File: config.mk
export PLATFORM = sky130hd
export DESIGN_NAME = phase_sequencer_flat
export DESIGN_NICKNAME = d
export VERILOG_FILES = /design/src/rtl/phase_sequencer_if.sv /design/src/rtl/phase_sequencer.sv /design/src/flat_wrapper.sv
export SDC_FILE = /design/constraint.sdc
export NUM_CORES = 1
export LEC_CHECK = 0
export BUFFER_PORTS_ARGS = -buffer_cell sky130_fd_sc_hd__buf_2
export CAP_MARGIN = 10
export CELL_PAD_IN_SITES_DETAIL_PLACEMENT = 0
export CELL_PAD_IN_SITES_GLOBAL_PLACEMENT = 1
export CORE_MARGIN = 1.5
export CORE_UTILIZATION = 39
export DETAILED_ROUTE_END_ITERATION = 8
export HOLD_SLACK_MARGIN = 0.12
export PLACE_DENSITY = 0.8
export SLEW_MARGIN = 20
export SYNTH_ARGS = -nofsm -noshare
export SYNTH_HDL_FRONTEND = slang
export SYNTH_SLANG_ARGS = --single-unit
export TNS_END_PERCENT = 30
File: constraint.sdc
create_clock -name clk -period 2.4 [get_ports clk]
set_input_delay 0.12 -clock clk [delete_from_list [all_inputs] [get_ports clk]]
set_output_delay 0.12 -clock clk [all_outputs]
set_load 0.05 [all_outputs]
File: src/rtl/phase_sequencer_if.sv
// Control bundle between the phase sequencer, the memory bus handshake and the datapath.
// The master modport is the sequencer side. The slave modport is the memory/datapath side.
interface phase_sequencer_if #(
  parameter int CNT_W = 16
);
  logic             start;
  logic [7:0]       ir_op;
  logic             mem_ready;
  logic [2:0]       phase;
  logic             ir_we;
  logic             mem_re;
  logic             mem_we;
  logic             rf_re;
  logic             alu_en;
  logic             flag_we;
  logic             rf_we;
  logic             pc_we;
  logic             pc_sel;
  logic             halted;
  logic             illegal;
  logic             bus_err;
  logic [CNT_W-1:0] instr_count;

  modport master (
    input  start, ir_op, mem_ready,
    output phase, ir_we, mem_re, mem_we, rf_re, alu_en, flag_we, rf_we,
           pc_we, pc_sel, halted, illegal, bus_err, instr_count
  );

  modport slave (
    output start, ir_op, mem_ready,
    input  phase, ir_we, mem_re, mem_we, rf_re, alu_en, flag_we, rf_we,
           pc_we, pc_sel, halted, illegal, bus_err, instr_count
  );
endinterface

File: src/rtl/phase_sequencer.sv
// Five-phase (f/r/x/m/w) instruction sequencer with halt, illegal-opcode and memory-timeout handling.
// Strobes are decoded from the state register and the live mem_ready/ir_op inputs, so a reset drops them at once.
module phase_sequencer #(
  parameter int MEM_TIMEOUT = 16,
  parameter int CNT_W       = 16
) (
  input logic               clk,
  input logic               rst,
  phase_sequencer_if.master bus
);

  typedef enum logic [2:0] {
    ST_F    = 3'd0,
    ST_R    = 3'd1,
    ST_X    = 3'd2,
    ST_M    = 3'd3,
    ST_W    = 3'd4,
    ST_IDLE = 3'd5,
    ST_HALT = 3'd6
  } state_t;

  typedef enum logic [2:0] {
    OC_LD   = 3'd0,
    OC_ST   = 3'd1,
    OC_ALUW = 3'd2,
    OC_LIL  = 3'd3,
    OC_CMP  = 3'd4,
    OC_JMP  = 3'd5,
    OC_HLT  = 3'd6,
    OC_ILL  = 3'd7
  } opclass_t;

  localparam int TW = (MEM_TIMEOUT > 2) ? $clog2(MEM_TIMEOUT) : 1;
  localparam logic [TW-1:0]    TMO_LAST = TW'(MEM_TIMEOUT - 1);
  localparam logic [CNT_W-1:0] CNT_MAX  = {CNT_W{1'b1}};

  function automatic opclass_t decode_op(input logic [7:0] op);
    case (op)
      8'h8B:                                            decode_op = OC_LD;
      8'h89:                                            decode_op = OC_ST;
      8'h01, 8'h29, 8'h21, 8'h09, 8'h31, 8'h83, 8'hF7,
      8'hC1:                                            decode_op = OC_ALUW;
      8'h66:                                            decode_op = OC_LIL;
      8'h39:                                            decode_op = OC_CMP;
      8'h90:                                            decode_op = OC_JMP;
      8'hF4:                                            decode_op = OC_HLT;
      default:                                          decode_op = OC_ILL;
    endcase
  endfunction

  state_t           state_r;
  logic [TW-1:0]    tmo_r;
  logic             illegal_r;
  logic             bus_err_r;
  logic [CNT_W-1:0] count_r;

  opclass_t opclass_s;
  logic     ir_we_s, mem_re_s, mem_we_s, rf_re_s, alu_en_s;
  logic     flag_we_s, rf_we_s, pc_we_s, pc_sel_s;

  assign opclass_s = decode_op(bus.ir_op);

  // Strobe decode from the current phase and the live handshake/opcode inputs.
  always_comb begin
    ir_we_s   = 1'b0;
    mem_re_s  = 1'b0;
    mem_we_s  = 1'b0;
    rf_re_s   = 1'b0;
    alu_en_s  = 1'b0;
    flag_we_s = 1'b0;
    rf_we_s   = 1'b0;
    pc_we_s   = 1'b0;
    pc_sel_s  = 1'b0;
    case (state_r)
      ST_F: begin
        mem_re_s = 1'b1;
        ir_we_s  = bus.mem_ready;
      end
      ST_R: rf_re_s = 1'b1;
      ST_X: begin
        alu_en_s  = 1'b1;
        flag_we_s = (opclass_s == OC_ALUW) || (opclass_s == OC_CMP);
        pc_we_s   = (opclass_s == OC_CMP) || (opclass_s == OC_JMP);
        pc_sel_s  = (opclass_s == OC_JMP);
      end
      ST_M: begin
        mem_re_s = (opclass_s == OC_LD);
        mem_we_s = (opclass_s == OC_ST);
        pc_we_s  = (opclass_s == OC_ST) && bus.mem_ready;
      end
      ST_W: begin
        rf_we_s = 1'b1;
        pc_we_s = 1'b1;
      end
      default: ;
    endcase
  end

  // Phase FSM with timeout counter, sticky error flags and the retired-instruction counter.
  always_ff @(posedge clk or posedge rst) begin
    if (rst) begin
      state_r   <= ST_IDLE;
      tmo_r     <= {TW{1'b0}};
      illegal_r <= 1'b0;
      bus_err_r <= 1'b0;
      count_r   <= {CNT_W{1'b0}};
    end else begin
      if (pc_we_s && (count_r != CNT_MAX)) begin
        count_r <= count_r + CNT_W'(1);
      end
      case (state_r)
        ST_IDLE: begin
          tmo_r <= {TW{1'b0}};
          if (bus.start) begin
            state_r <= ST_F;
          end
        end
        ST_F: begin
          if (bus.mem_ready) begin
            state_r <= ST_R;
            tmo_r   <= {TW{1'b0}};
          end else if (tmo_r == TMO_LAST) begin
            state_r   <= ST_HALT;
            tmo_r     <= {TW{1'b0}};
            bus_err_r <= 1'b1;
          end else begin
            tmo_r <= tmo_r + TW'(1);
          end
        end
        ST_R: begin
          tmo_r <= {TW{1'b0}};
          case (opclass_s)
            OC_HLT:  state_r <= ST_HALT;
            OC_ILL: begin
              state_r   <= ST_HALT;
              illegal_r <= 1'b1;
            end
            default: state_r <= ST_X;
          endcase
        end
        ST_X: begin
          tmo_r <= {TW{1'b0}};
          case (opclass_s)
            OC_LD, OC_ST:    state_r <= ST_M;
            OC_ALUW, OC_LIL: state_r <= ST_W;
            OC_CMP, OC_JMP:  state_r <= ST_F;
            default: begin
              // The opcode changed after R; treat it as illegal rather than guess.
              state_r   <= ST_HALT;
              illegal_r <= 1'b1;
            end
          endcase
        end
        ST_M: begin
          if (bus.mem_ready) begin
            state_r <= (opclass_s == OC_LD) ? ST_W : ST_F;
            tmo_r   <= {TW{1'b0}};
          end else if (tmo_r == TMO_LAST) begin
            state_r   <= ST_HALT;
            tmo_r     <= {TW{1'b0}};
            bus_err_r <= 1'b1;
          end else begin
            tmo_r <= tmo_r + TW'(1);
          end
        end
        ST_W: begin
          tmo_r   <= {TW{1'b0}};
          state_r <= ST_F;
        end
        ST_HALT: tmo_r <= {TW{1'b0}};
        default: begin
          state_r <= ST_IDLE;
          tmo_r   <= {TW{1'b0}};
        end
      endcase
    end
  end

  assign bus.phase       = state_r;
  assign bus.ir_we       = ir_we_s;
  assign bus.mem_re      = mem_re_s;
  assign bus.mem_we      = mem_we_s;
  assign bus.rf_re       = rf_re_s;
  assign bus.alu_en      = alu_en_s;
  assign bus.flag_we     = flag_we_s;
  assign bus.rf_we       = rf_we_s;
  assign bus.pc_we       = pc_we_s;
  assign bus.pc_sel      = pc_sel_s;
  assign bus.halted      = (state_r == ST_HALT);
  assign bus.illegal     = illegal_r;
  assign bus.bus_err     = bus_err_r;
  assign bus.instr_count = count_r;

endmodule

File: src/flat_wrapper.sv
// flat-port wrapper written by rule: the top's interface ports become plain ports
module phase_sequencer_flat 
#(
  parameter int MEM_TIMEOUT = 16,
  parameter int CNT_W       = 16
)
  (clk, rst, bus_start, bus_ir_op, bus_mem_ready, bus_phase, bus_ir_we, bus_mem_re, bus_mem_we, bus_rf_re, bus_alu_en, bus_flag_we, bus_rf_we, bus_pc_we, bus_pc_sel, bus_halted, bus_illegal, bus_bus_err, bus_instr_count);
  phase_sequencer_if #(.CNT_W(CNT_W)) bus_i ();
  input logic clk;
  input logic rst;
  input wire logic [$bits(bus_i.start)-1:0] bus_start;
  input wire logic [$bits(bus_i.ir_op)-1:0] bus_ir_op;
  input wire logic [$bits(bus_i.mem_ready)-1:0] bus_mem_ready;
  output wire logic [$bits(bus_i.phase)-1:0] bus_phase;
  output wire logic [$bits(bus_i.ir_we)-1:0] bus_ir_we;
  output wire logic [$bits(bus_i.mem_re)-1:0] bus_mem_re;
  output wire logic [$bits(bus_i.mem_we)-1:0] bus_mem_we;
  output wire logic [$bits(bus_i.rf_re)-1:0] bus_rf_re;
  output wire logic [$bits(bus_i.alu_en)-1:0] bus_alu_en;
  output wire logic [$bits(bus_i.flag_we)-1:0] bus_flag_we;
  output wire logic [$bits(bus_i.rf_we)-1:0] bus_rf_we;
  output wire logic [$bits(bus_i.pc_we)-1:0] bus_pc_we;
  output wire logic [$bits(bus_i.pc_sel)-1:0] bus_pc_sel;
  output wire logic [$bits(bus_i.halted)-1:0] bus_halted;
  output wire logic [$bits(bus_i.illegal)-1:0] bus_illegal;
  output wire logic [$bits(bus_i.bus_err)-1:0] bus_bus_err;
  output wire logic [$bits(bus_i.instr_count)-1:0] bus_instr_count;
  assign bus_i.start = bus_start;
  assign bus_i.ir_op = bus_ir_op;
  assign bus_i.mem_ready = bus_mem_ready;
  assign bus_phase = bus_i.phase;
  assign bus_ir_we = bus_i.ir_we;
  assign bus_mem_re = bus_i.mem_re;
  assign bus_mem_we = bus_i.mem_we;
  assign bus_rf_re = bus_i.rf_re;
  assign bus_alu_en = bus_i.alu_en;
  assign bus_flag_we = bus_i.flag_we;
  assign bus_rf_we = bus_i.rf_we;
  assign bus_pc_we = bus_i.pc_we;
  assign bus_pc_sel = bus_i.pc_sel;
  assign bus_halted = bus_i.halted;
  assign bus_illegal = bus_i.illegal;
  assign bus_bus_err = bus_i.bus_err;
  assign bus_instr_count = bus_i.instr_count;
  phase_sequencer #(.MEM_TIMEOUT(MEM_TIMEOUT), .CNT_W(CNT_W)) u_core (.clk(clk), .rst(rst), .bus(bus_i));
endmodule
==> reports/metrics.cfg, run 1 <==
[sta]
max_slew_margin = 0.5700
clock_skew_ns = 0.003710
setup_violations = 0
finalCritPeriodShare = 0.9136
fmax_mhz = 456.1
worst_hold_slack_ns = 0.2711
hold_violations = 0
fin_crit_ns = 2.193
setup_tns_ns = 0
rsz0062_at_grt = no
slew_violations = 0
max_slew.worst_pin.slew_ns = 0.6450

[floorplan]
die_x_um = 68.25
die_area_mm2 = 0.004657
dieHeight_um = 68.25
io_pins = 43
rows = 23
coreArea_mm2 = 0.004058
initial_core_util = 0.4092

[route]
first_pass_iters = 4
avgRoutedWirePerCell_um = 13.77
drcViolationCount = 0
drtIter0Drc = 94
totalWireLength_um = 3760
ant_nets = 0
vias = 1447
vias_per_cell = 5.300

[final_layout]
synthToLayoutAreaGrowth_pct = 22.00
final_nets = 238
drive_gt1_frac = 0.3363
n_antenna_cell = 0
final_util = 0.4992

[clock_tree]
htreeDepth = 1
cts.sinks = 25
ctsLongestPathBuffers = 2
cts_made_buffers = 3
cts_tree = built
cts_root_buf = clkbuf_8
insertion_delay_ns = 0.27
post_cts_buffers = 0
cts.reportedPaths.clkPinSlew_ns = 0.08

[yosys]
synth-xor-area-share = 0.08440
yosysUniqueCellTypes = 52
synth_edf_count = 0
synth_compound_area_frac = 0.1364
ys_warn_count = 0
syn_area_per_cell_um2 = 9.434
synth_adder_area_share = 0.01507
muxShareOfSynthArea = 0.01356
netlist_instances = 176
synth_top_family_by_area = simple AND/OR/NAND/NOR gates
synthFlopType = dfrtp_1
yosysTopAreaCell = dfrtp_1
yosys-top-cells-area = dfrtp_1 (35%), xor2_1 (6.9%), nor2_1 (5.4%), dfstp_2 (3.2%), nand3_1 (3.0%)
synth_seq_area_share = 0.3783
yosys.area_share.simple = 0.3316
synth.most_common_cell = nor2_1
syn-cell-area_mm2 = 0.001660
yosys.area.top_type_share = 0.3466
ys_ff_latch = 25
synth-async-reset-ratio = 1.000
synthesis.nets = 190
synth_common_cells = nor2_1 (24), dfrtp_1 (23), xor2_1 (13)

[pwr]
power_density_mw_per_mm2 = 583.7
irDropWorstVdd_uv = 677.8
p_leak_nw = 0.9616

[min_path]
hp-class = input port to flop

[global_routing]
grt_pass1_wl_um = 6003
grt_antenna_before_repair = 0
grt_start_max_net_pins = 17
overflow = 0
grt_pass1_vias = 1300
grt_usage = 0.1712

[worst_setup_path]
endpoint_kind = output pin
critical_path.cell_chain = and2_1 -> nand2b_1 -> a2111oi_4 -> or3_1 -> buf_2
worst_ep_required_time_ns = 2.28
critPathMaxFanout = 7
crit_type = flop to output pin
cp-start-kind = flop
cp_slowest_stage_delay_ns = 0.59
cp.arrival_ns = 2.07
cp_slowest_cell = dfstp_2

[placement]
dpl.hpwl_um = 2859
port_buffers = 42
gp_congestion = 0.7560

[status]
status = complete, no violations

[flow_run]
maxCapViolCount = 0

[flip-flops by register name, indices dropped and copies added (netlist names)]
register,cells
u_core.bus.bus_err,1
u_core.tmo_r,4
u_core.bus.instr_count,16
u_core.bus.illegal,1
u_core.bus.phase,3
[per-stage QoR]
stage                     cells  power, mW  cell area [µm²]  setup slack [ns]
after floorplan             176     0.8477             1693           0.02357
after global placement      268     0.9396             1961            0.1317
after detailed placement    268     0.9395             1961           0.09318
after CTS                   273      1.193             2017           0.07809
after global routing        273      1.246             2026           0.06830
final                       273      1.182             2026            0.2073
[path summary, 6_finish.rpt]
kind / from / depth (start not counted) / end / slack, ns
worst min register to register: u_core.tmo_r[0] / 1 / u_core.tmo_r[0] / 0.48
worst min-delay path: bus_start / 3 / u_core.bus.phase[0] / 0.27
worst max-delay path: u_core.bus.phase[0] / 5 / bus_pc_we / 0.21
min in group asynchronous: rst / 3 / u_core.bus.instr_count[3] / 0.45
worst max register to register: u_core.bus.instr_count[0] / 5 / u_core.bus.instr_count[1] / 0.28
max in group asynchronous: rst / 4 / u_core.bus.phase[2] / 1.31
[power by group]
| group | total [mW] | leakage, nW | switching, mW | internal (mW) |
|---|---|---|---|---|
| clock | 0.249 | 0.0255 | 0.133 | 0.116 |
| combinational | 0.415 | 0.609 | 0.297 | 0.117 |
| sequential | 0.519 | 0.327 | 0.0542 | 0.465 |
| total | 1.18 | 0.962 | 0.485 | 0.698 |
[critical path, delay by kind of cell, from the launching register on]
kind                   cells  cell delay (ns)
flip-flops                 1             0.59
AND/OR/NAND/NOR            3             0.57
AO/OA/AOI/OAI              1             0.36
buffers and inverters      1             0.29
[per-layer routing]
| metal | track usage | share of wire | vias up |
|---|---|---|---|
| li1 | - | - | 734 |
| met1 | 0.2441 | 0.50 | 681 |
| met2 | 0.2718 | 0.46 | 27 |
| met3 | 0.01974 | 0.033 | 5 |
| met4 | 0.05250 | 0.013 | 0 |
| met5 | 0 | 0 | - |
[cell type report]
cell class | count | area, µm²
repair buffers | 50 | 272.8
clock inverters | 1 | 5.005
multi-input cells | 140 | 999.7
well taps | 50 | 62.56
fillers | 391 | 2032
flip-flops and latches | 25 | 629.4
clock buffers | 3 | 41.29
inverters | 4 | 15.01
[logic make-up (layout without fill, tap and decap cells)]
kind of cell | after synthesis | after routing
AO/OA/AOI/OAI | 26 | 26
XOR/XNOR | 16 | 16
adder cells (fa/ha/maj) | 2 | 2
buffers and inverters | 11 | 58
flip-flops | 25 | 25
multiplexers | 2 | 2
AND/OR/NAND/NOR | 94 | 94
[layout by cell type (no fill, tap or decap), drive strengths merged, types with 2 or more instances in the layout]
cell / instances
a31oi: 2
nor4: 4
buf: 49
inv: 4
and2: 5
o21ai: 5
xor2: 13
a221o: 3
or4: 2
nand3: 11
nor2: 24
and4bb: 2
nor3: 9
xnor2: 3
ha: 2
or3: 2
nor3b: 2
a21oi: 3
nor2b: 3
o31ai: 2
dfrtp: 23
dfstp: 2
mux2: 2
and3: 4
nand2: 11
nand4: 6
nand2b: 3
a21o: 2
clkbuf: 3
[what timing repair did]
| action | CTS | global route |
|---|---|---|
| setup endpoints to repair | 0 | 7 |
| gates resized for setup | 0 | 1 |
| hold buffers | 1 | 0 |
| endpoints found under the hold margin | 14 | 0 |
Note: power is estimated with default switching activity, not from simulation.
==> run 2, diff against run 1 <==
--- a/config.mk
+++ b/config.mk
@@ -7,13 +7,11 @@
 export LEC_CHECK = 0
 export BUFFER_PORTS_ARGS = -buffer_cell sky130_fd_sc_hd__buf_2
 export CAP_MARGIN = 10
-export CELL_PAD_IN_SITES_DETAIL_PLACEMENT = 0
-export CELL_PAD_IN_SITES_GLOBAL_PLACEMENT = 1
 export CORE_MARGIN = 1.5
-export CORE_UTILIZATION = 39
+export CORE_UTILIZATION = 53
 export DETAILED_ROUTE_END_ITERATION = 8
 export HOLD_SLACK_MARGIN = 0.12
-export PLACE_DENSITY = 0.8
+export PLACE_DENSITY = 0.92
 export SLEW_MARGIN = 20
 export SYNTH_ARGS = -nofsm -noshare
 export SYNTH_HDL_FRONTEND = slang
==> run 2 against run 1 <==
Net effect: clock-buffer cell count increased by 1; worst setup slack worse by 0.065 ns; cell count decreased by 8.4%; clock skew rose by 0.0050 ns; design area decreased by 4.9%; non-clock buffer count is 6 lower; largest power group unchanged; sequential cell count unchanged; clock power down 25%; via count grew 2.4%; wire length shrank 5.5%; critical path type unchanged.
==> reports/metrics.cfg, run 2 (synthesis gave the netlist of run 1 again) <==
[final_layout]
layout_common_cells = buf_2 (42), nor2_1 (23), dfrtp_1 (22), xor2_1 (13), nand2_1 (11)
drive_gt1_frac = 0.3088
stdcell_area_mm2 = 0.001926
largest_register_ffs = 16
synthToLayoutAreaGrowth_pct = 15.98
n_antenna_cell = 0
final_common_cell = buf_2
final_nets = 232
finalNonFillerCells = 250
final_util = 0.6413

[worst_setup_path]
ff2ff_setup_slack_ns = 0.28
crit_type = flop to output pin
r2r_cells = 6
crit_path_end = bus_pc_we
r2r-start = u_core.bus.instr_count[0]
worstReg2RegEnd = u_core.bus.instr_count[1]
cp-start-kind = flop
endpoint_kind = output pin
critPathMaxFanout = 12
crit_path_start = u_core.bus.phase[0]
cp.arrival_ns = 2.14
worst_ep_required_time_ns = 2.28

[sta]
max_slew.worst_pin.slew_ns = 0.8870
finalCritPeriodShare = 0.9406
rsz0062_at_grt = no
clock_skew_ns = 0.008670
fin_ws_ns = 0.1427
setup_violations = 0
fin_crit_ns = 2.257
slew_violations = 0
max_slew_margin = 0.4080
setup_tns_ns = 0
fmax_mhz = 443.0
hold_violations = 0
worst_hold_slack_ns = 0.2204

[route]
drtIter0Drc = 161
avgRoutedWirePerCell_um = 14.22
vias_per_cell = 5.928
first_pass_iters = 4
vias = 1482
drcViolationCount = 0
ant_nets = 0
totalWireLength_um = 3554

[placement]
post-place-ws_ns = 0.3010
port_buffers = 42
gp_congestion = 0.8783
dpl.cell_count = 245
dpl.hpwl_um = 2657
placed_area_mm2 = 0.001889

[global_routing]
grt_start_max_net_pins = 26
grt_antenna_before_repair = 0
overflow = 0
grt_pass1_vias = 1361
grt_usage = 0.2242
grt_pass1_wl_um = 6003

[min_path]
hp-class = input port to flop

[floorplan]
coreArea_mm2 = 0.003003
dieHeight_um = 58.97
rows = 20
initial_core_util = 0.5529
io_pins = 43
die_area_mm2 = 0.003477
die_x_um = 58.97

[pwr]
total_power_mw = 1.115
power_density_mw_per_mm2 = 579.2
p_leak_nw = 0.9181
irDropWorstVdd_uv = 562.2

[clock_tree]
cts_made_buffers = 3
htreeDepth = 1
post_cts_buffers = 0
cts.sinks = 25
cts_root_buf = clkbuf_4
cts.reportedPaths.clkPinSlew_ns = 0.12
ctsLongestPathBuffers = 2
cts_tree = built
insertion_delay_ns = 0.32

[status]
status = complete, no violations

[flow_run]
maxCapViolCount = 0

[run 2: where the power goes]
group | internal, mW | switching, mW
Sequential | 0.465 | 0.0653
Combinational | 0.109 | 0.290
Clock | 0.0652 | 0.121
[run 2: layer usage]
layer  vias up  GRT usage  share of wire
met2        51     0.3508           0.47
met3         5    0.03930          0.055
met4         0    0.08766          0.012
met1       705     0.3103           0.46
met5         -          0              0
li1        721          -              -
[run 2: final cells by class]
| class | count | area (µm²) |
|---|---|---|
| fillers | 253 | 1077 |
| multi-input cells | 140 | 985.9 |
| flip-flops and latches | 25 | 629.4 |
| repair buffers | 44 | 227.7 |
| well taps | 33 | 41.29 |
| clock buffers | 4 | 26.28 |
| inverters | 4 | 15.01 |
[run 2: worst max-delay path, cell delays in order, from the launching register on]
cell	delay [ns]
dfstp_2	0.65
and2_1	0.19
nand2b_1	0.11
a2111oi_4	0.31
or3_1	0.27
buf_2	0.30
[run 2: timing repair]
action / 4_1_cts / 5_1_grt
resized for setup: 0 / 0
endpoints found under the hold margin: 23 / 0
setup endpoints to repair: 0 / 0
hold buffers: 1 / 0
[run 2: worst min path at each step]
stage / from / end / cells after the start
floorplan: rst / u_core.bus.bus_err / 1
global placement: rst / u_core.bus.bus_err / 2
detailed placement: rst / u_core.tmo_r[1] / 2
CTS: bus_start / u_core.bus.phase[0] / 3
global route: bus_start / u_core.bus.phase[0] / 3
finish: bus_start / u_core.bus.phase[0] / 3
